--- src/rtl/seq_mult8_pkg.sv ---
// seq_mult8_pkg: shared MAC widths and FSM state encodings for the multiply and accumulate stages
package seq_mult8_pkg;
    localparam int MAC_W  = 8;
    localparam int PROD_W = 16;
    localparam int CNT_W  = 3;
    typedef enum logic [1:0] {
        ST_IDLE = 2'd0,
        ST_RUN  = 2'd1,
        ST_DONE = 2'd2
    } state_e;
endpackage

--- src/rtl/seq_mult8_prefix8.sv ---
// prefix8: 8-bit Kogge-Stone prefix adder with carry-in and carry-out
module prefix8 (
    input  logic [7:0] x,
    input  logic [7:0] y,
    input  logic       c,
    output logic [7:0] s,
    output logic       cout
);
    logic [7:0] pr, g, pk;
    assign pr = x ^ y;
    // log2(8)=3 prefix levels; bit 0 generate folds in the carry-in
    always_comb begin
        g    = x & y;
        g[0] = g[0] | (pr[0] & c);
        pk   = pr;
        for (int l = 0; l < 3; l++) begin
            for (int i = 7; i >= 0; i--) begin
                if (i >= (1 << l)) begin
                    g[i]  = g[i] | (pk[i] & g[i - (1 << l)]);
                    pk[i] = pk[i] & pk[i - (1 << l)];
                end
            end
        end
    end
    assign s    = pr ^ {g[6:0], c};
    assign cout = g[7];
endmodule

--- src/rtl/seq_mult8.sv ---
// seq_mult8: radix-2 shift-add 8x8 unsigned multiplier; EARLY_TERM_EN enables early exit on zero remaining multiplier bits
module seq_mult8
    import seq_mult8_pkg::*;
#(
    parameter int WIDTH = 8,
    parameter int CNT_W = 3
) (
    input  logic                 clk,
    input  logic                 rst,
    input  logic                 in_valid,
    output logic                 in_ready,
    input  logic [WIDTH-1:0]     a,
    input  logic [WIDTH-1:0]     b,
    output logic                 out_valid,
    input  logic                 out_ready,
    output logic [2*WIDTH-1:0]   prod,
    output logic                 busy
);
    if (WIDTH != 8 || CNT_W != 3) begin : g_bad_width
        $error("seq_mult8 supports only WIDTH=8, CNT_W=3");
    end

    state_e                state_q, state_d;
    logic [WIDTH-1:0]      a_q, a_d, h_q, h_d, q_q, q_d;
    logic [CNT_W-1:0]      cnt_q, cnt_d;
    logic [2*WIDTH-1:0]    prod_q, prod_d;
    logic [WIDTH-1:0]      sum;
    logic                  cout;

    prefix8 u_add (
        .x    (h_q),
        .y    (q_q[0] ? a_q : '0),
        .c    (1'b0),
        .s    (sum),
        .cout (cout)
    );

`ifdef EARLY_TERM_EN
    logic [CNT_W-1:0] rem;
    logic [WIDTH-1:0] rem_mask;
    assign rem      = ~cnt_q;
    assign rem_mask = (WIDTH'(1) << rem) - WIDTH'(1);
`endif

    // next-state: accept in IDLE, one shift-add per RUN cycle, hold product in DONE
    always_comb begin
        state_d = state_q;
        a_d     = a_q;
        h_d     = h_q;
        q_d     = q_q;
        cnt_d   = cnt_q;
        prod_d  = prod_q;
        case (state_q)
            ST_IDLE: if (in_valid) begin
                a_d     = a;
                q_d     = b;
                h_d     = '0;
                cnt_d   = '0;
                state_d = ST_RUN;
`ifdef EARLY_TERM_EN
                if (b == '0) begin
                    state_d = ST_DONE;
                    prod_d  = '0;
                end
`endif
            end
            ST_RUN: begin
                h_d   = {cout, sum[WIDTH-1:1]};
                q_d   = {sum[0], q_q[WIDTH-1:1]};
                cnt_d = cnt_q + 1'b1;
                if (cnt_q == '1) begin
                    state_d = ST_DONE;
                    prod_d  = {h_d, q_d};
                end
`ifdef EARLY_TERM_EN
                else if ((q_d & rem_mask) == '0) begin
                    state_d = ST_DONE;
                    prod_d  = {h_d, q_d} >> rem;
                end
`endif
            end
            ST_DONE: if (out_ready) state_d = ST_IDLE;
            default: state_d = ST_IDLE;
        endcase
    end

    // state and datapath registers
    always_ff @(posedge clk) begin
        if (rst) begin
            state_q <= ST_IDLE;
            a_q     <= '0;
            h_q     <= '0;
            q_q     <= '0;
            cnt_q   <= '0;
            prod_q  <= '0;
        end else begin
            state_q <= state_d;
            a_q     <= a_d;
            h_q     <= h_d;
            q_q     <= q_d;
            cnt_q   <= cnt_d;
            prod_q  <= prod_d;
        end
    end

    assign in_ready  = state_q == ST_IDLE;
    assign out_valid = state_q == ST_DONE;
    assign busy      = state_q == ST_RUN || state_q == ST_DONE;
    assign prod      = prod_q;
endmodule

--- config.mk ---
export PLATFORM = sky130hd
export DESIGN_NAME = seq_mult8
export DESIGN_NICKNAME = d
export VERILOG_FILES = /design/src/rtl/seq_mult8_pkg.sv /design/src/rtl/seq_mult8_prefix8.sv /design/src/rtl/seq_mult8.sv
export SDC_FILE = /design/constraint.sdc
export NUM_CORES = 1
export LEC_CHECK = 0
export CAP_MARGIN = 15
export CORE_MARGIN = 2
export CORE_UTILIZATION = 45
export CTS_BUF_LIST = sky130_fd_sc_hd__clkbuf_16
export DETAILED_ROUTE_END_ITERATION = 7
export GPL_TIMING_DRIVEN = 0
export PLACE_DENSITY = 0.78
export SLEW_MARGIN = 15
export SYNTH_ARGS = -nofsm -noshare
export SYNTH_HDL_FRONTEND = slang
export SYNTH_HIERARCHICAL = 1
export SYNTH_SLANG_ARGS = --single-unit
--- constraint.sdc ---
create_clock -name clk -period 3.7 [get_ports clk]
set_input_delay 0.74 -clock clk [delete_from_list [all_inputs] [get_ports clk]]
set_output_delay 0.74 -clock clk [all_outputs]
set_load 0.03 [all_outputs]
* After elaboration in Yosys (flattened, before gate mapping)
Cells that the tools add are included.
Word-level totals: input bits 20, output and inout port bits 19, bits in registers 45, word-level logic and storage cells 78
Cells by class: muxes and demuxes 11, reduce and logical (&&, ||, !) cells 7, bitwise logic cells 47, equal/unequal tests 6, $add $sub $neg 1
Operators with widths (count):
- one-hot mux 8 bit (2 select lines) | 2
- bitwise AND 1 bit | 27
- 2-to-1 mux 8 bit | 3
- OR 1 bit | 17
- bitwise XOR 8 bit | 2
- bitwise AND 8 bit | 1
- 2-to-1 mux 2 bit | 3
- one-hot mux 2 bit (3 select lines) | 1
- one-hot mux 3 bit (2 select lines) | 1
- AND reduction 2 bit | 3
- inequality test 2 bit, second input constant | 2
- adder 3 x 1 -> 3 bit, second input constant | 1
- == test 3 bit, second input constant | 1
- 2-to-1 mux 3 bit | 1
- AND reduction 3 bit | 1
- == test 2 x 1 -> 1 bit, second input constant | 1
- == test 2 bit, second input constant | 1
- zero test 2 bit | 1
- inequality test 2 x 1 -> 1 bit, second input constant | 1
- nonzero test 2 bit | 1
- logical OR 1 bit | 1

* Logic depth before layout (Yosys ltp)
depth in word-level cells 9, depth in mapped cells 11, mapped depth without buffers 11

* By module
The synthesis kept the hierarchy.
By module, submodules not included:
- seq_mult8 | times used 1, area each 1873.0 µm², cells each 211
- prefix8 | times used 1, area each 336.6 µm², cells each 41

* Least setup slack after synthesis
Ideal clock, no wire load.
kind register -> register, start point reg q_q[0], end point reg h_q[5], slack 1.601 ns, path buffers 0, period minus slack after synthesis 2.099 ns, cell stages (with the launch flop) 12, arrival time 1.971 ns, library setup time 0.128 ns, cell sequence dfxtp_1 -> and2_1 -> fa_1 -> inv_1 -> fa_1 -> nor2b_4 -> o21ai_2 -> a21oi_2 -> a211oi_2 -> xnor2_1 -> a32oi_1 -> nor2_1
On the way: longest elaborated chain between the ends 9, elaborated cells on any way between the ends 18, those cells by class mux: 2; bitwise: 16
Ends and longest elaborated chain:
- from (decl) | line seq_mult8.sv:24 | logic [WIDTH-1:0] a_q, a_d, h_q, h_d, q_q, q_d;
- from (signal assigned) | line seq_mult8.sv:100 | q_q <= q_d;
- 2-to-1 mux 8 bit (*) | line seq_mult8.sv:32 | .y (q_q[0] ? a_q : '0),
- bitwise XOR 8 bit / bitwise AND 8 bit (equally long branches) | line seq_mult8_prefix8.sv:10, seq_mult8_prefix8.sv:13
- bitwise AND 1 bit | line seq_mult8_prefix8.sv:19 | g[i] = g[i] | (pk[i] & g[i - (1 << l)]);
- OR 1 bit | line seq_mult8_prefix8.sv:19
- bitwise AND 1 bit | line seq_mult8_prefix8.sv:19
- OR 1 bit (2 in a row) | line seq_mult8_prefix8.sv:19
- bitwise XOR 8 bit (*) | line seq_mult8_prefix8.sv:25 | assign s = pr ^ {g[6:0], c};
- named net sum[6] | line seq_mult8.sv:27 | logic [WIDTH-1:0] sum;
- one-hot mux 8 bit (2 select lines) (*) | line seq_mult8.sv:53 | case (state_q)
- to (signal assigned) | line seq_mult8.sv:92 | h_q <= '0;
- to (signal assigned) | line seq_mult8.sv:99 | h_q <= h_d;
- to (decl) | line seq_mult8.sv:24
Mark *: on every way through the listed nets, which the timed path passes. The rest lies on a longest branch. A chain may end at the register's enable or synchronous reset.

* Final worst setup path
Same ends and word-level chain as after synthesis.

==> impl_metrics.tcl <==
set metrics [dict create \
    min_period_over_period 0.669 \
    powerDensity_nw_per_um2 539 \
    start_util 0.468 \
    std_cell_rows 25 \
    instances_no_fill 365 \
    die_y_microns 74.1 \
    hold_path_class "reg2reg" \
    finish.utilization 0.595 \
    drive_above_1_share 0.104 \
    drtIter0Drc 107 \
    worst_pin_slew_ns 0.516 \
    clk_latency_ns 0.29 \
    grt_start_max_net_pins 14 \
    dr.pass1.iters 4 \
    worstSetupPathType "reg2reg" \
    finClkSkew_ns 0.00646 \
    start_kind "register" \
    cts_tree "yes" \
    layout.nets 331 \
    synth_nets 286 \
    grt_overflow 0 \
    yosysTopAreaCellShare 0.408 \
    slew-limit-headroom 0.656 \
    final_cell_mix "45 x nand2_1, 45 x dfxtp_1, 38 x clkdlybuf4s50_1, 28 x a21oi_1, 20 x nor2_1" \
    cts_hold_buf 0 \
    avgSynthCellArea_sq_um 8.77 \
    core_sq_um 4720 \
    rsz0062_at_grt "no" \
    drc 0 \
    die_w_microns 74.1 \
    ys_types 35 \
    clkTransAtPathRegs_ns 0.06 \
    hold_ws_ns 0.450 \
    yosys.area.top_type "dfxtp_1" \
    finalHoldViolCount 0 \
    max_stage_delay_ns 0.48 \
    min_period_ns 2.47 \
    tritoncts.num_buffers 5 \
    wire_per_inst_microns 12.9 \
    place_ws_ns 1.31 \
    portBuffers 38 \
    synth_edf_count 0 \
    timing.final.ws_setup_ns 1.23 \
    critPathRequiredTime_ns 3.86 \
    synth_ff_type "dfxtp_1" \
    h-tree-depth 2 \
    cts.sink_count 45 \
    grt.total_usage 0.191 \
    yosysWarnings 6 \
    io_pins 39 \
    crit_top_cell "fa_1" \
    drtAntennaViolNets 0 \
    multi_input_area_sq_um 1200 \
    yosys-top-cells-area "dfxtp_1 41%, nand2_1 7.6%, ha_1 6.8%, a21oi_1 6.3%, a211oi_2 5.1%" \
    fillers 436 \
    path_cells "and2_1, fa_1, inv_1, fa_1, nor2b_4, o21ai_2, a21oi_2, a211oi_2, xnor2_1, a32oi_1, nor2_1" \
    crit_fanout 9 \
    crit_path_top_delay_cell "dfxtp_1" \
    post-route-cell-area_sq_um 2810 \
    drv_cap 0 \
    cp-end-kind "register" \
    clk_path_buf_depth 2 \
    seq_area_frac_synth 0.408 \
    synthCells 252 \
    dp.cells 357 \
    post-dp-hpwl_microns 3490 \
    placed_cell_area_sq_um 2670 \
    fmax_mhz 404 \
    drt-total-wl_microns 4720 \
    avgViaCountPerCell 5.08 \
    syn_to_final_growth_pct 27.3 \
    cts-root-buf "clkbuf_16" \
    grt_pass1_wl_microns 7960 \
    syn_area_sq_um 2210 \
    design_power_total_mw 1.52 \
    seq_area_sq_um 901 \
    n_antenna_cell 0 \
    num_vias 1853 \
    antenna_found_initial 0 \
    ir_drop_mv 0.289 \
    arrival_ns 2.63 \
    gp_congestion 0.914 \
    post_cts_buffers 0 \
    fin_setup_tns_ns 0 \
    fp.dieArea_sq_um 5490 \
    post_cts_resized 0 \
    ys_seq_elements 45 \
    slew_violations 0 \
    status "completed" \
    leakage_nw 1.05 \
    grt_pass1_vias 1775 \
    synthArstFlopShare 0 \
    setup_violations 0 \
]
[routing by layer]
| layer | part of all wire | GRT usage | wire length, microns | vias to the layer above |
|---|---|---|---|---|
| met1 | 0.46 | 0.239 | 2190 | 831 |
| li1 | - | - | - | 960 |
| met5 | 0 | 0 | 0 | - |
| met3 | 0.042 | 0.0339 | 200 | 9 |
| met4 | 0.023 | 0.0909 | 109 | 0 |
| met2 | 0.47 | 0.318 | 2210 | 53 |
[final cells by class]
cell class / count / area share
tap: 67 / 0.0298
inverter: 8 / 0.0107
sequential: 45 / 0.320
buffer: 16 / 0.0294
clock inverter: 3 / 0.00489
multi-input combinational: 183 / 0.425
clock buffer: 5 / 0.0445
timing repair buffer: 38 / 0.135
[where the power goes]
part / internal, mW / switching, mW / leakage [nW]
Clock: 0.245 / 0.180 / 0.0748
Sequential: 0.541 / 0.0389 / 0.366
Combinational: 0.210 / 0.300 / 0.614
[logic make-up after synthesis]
group / share of synthesized area
adder cells (fa/ha/maj): 0.0861
XOR/XNOR: 0.0238
buffers and inverters: 0.0510
AO/OA/AOI/OAI: 0.184
other: 0.00170
multiplexers: 0.0476
flip-flops: 0.408
AND/OR/NAND/NOR: 0.198
[Yosys cell counts, drive strengths merged (2+ instances only)]
cell type and n:
a211oi 10, a21oi 29, a32oi 10, and2 9, buf 11, clkbuf 5, dfxtp 45, fa 2
ha 12, inv 8, mux2i 9, nand2 45, nand2b 3, nand3 8, nand3b 2, nand4 2
nor2 20, nor2b 4, o21ai 2, o31ai 2, or3 2, xnor2 5
[sequential cells by signal, summed over array words and instances (netlist names)]
register and flops:
cnt_q 3, h_q 8, a_q 8, q_q 8, prod 16, state_q 2
[worst paths after layout]
kind         endpoint  cells after the start     from  slack, ns
max            h_q[5]                     11   q_q[0]       1.23
min           prod[1]                      2  prod[1]       0.45
max reg2reg    h_q[5]                     11   q_q[0]       1.23
min reg2reg   prod[1]                      2  prod[1]       0.45
[worst max-delay path, delay by kind of cell, from the launching register on]
family / cells / cell delay (ns)
AOI/OAI and AO/OA: 4 / 0.54
adders and majority gates: 2 / 0.65
buffers and inverters: 1 / 0.06
and+or+nand+nor: 3 / 0.45
DFF: 1 / 0.48
xor gates and xnor gates: 1 / 0.16
(Power assumes the default switching activity.)
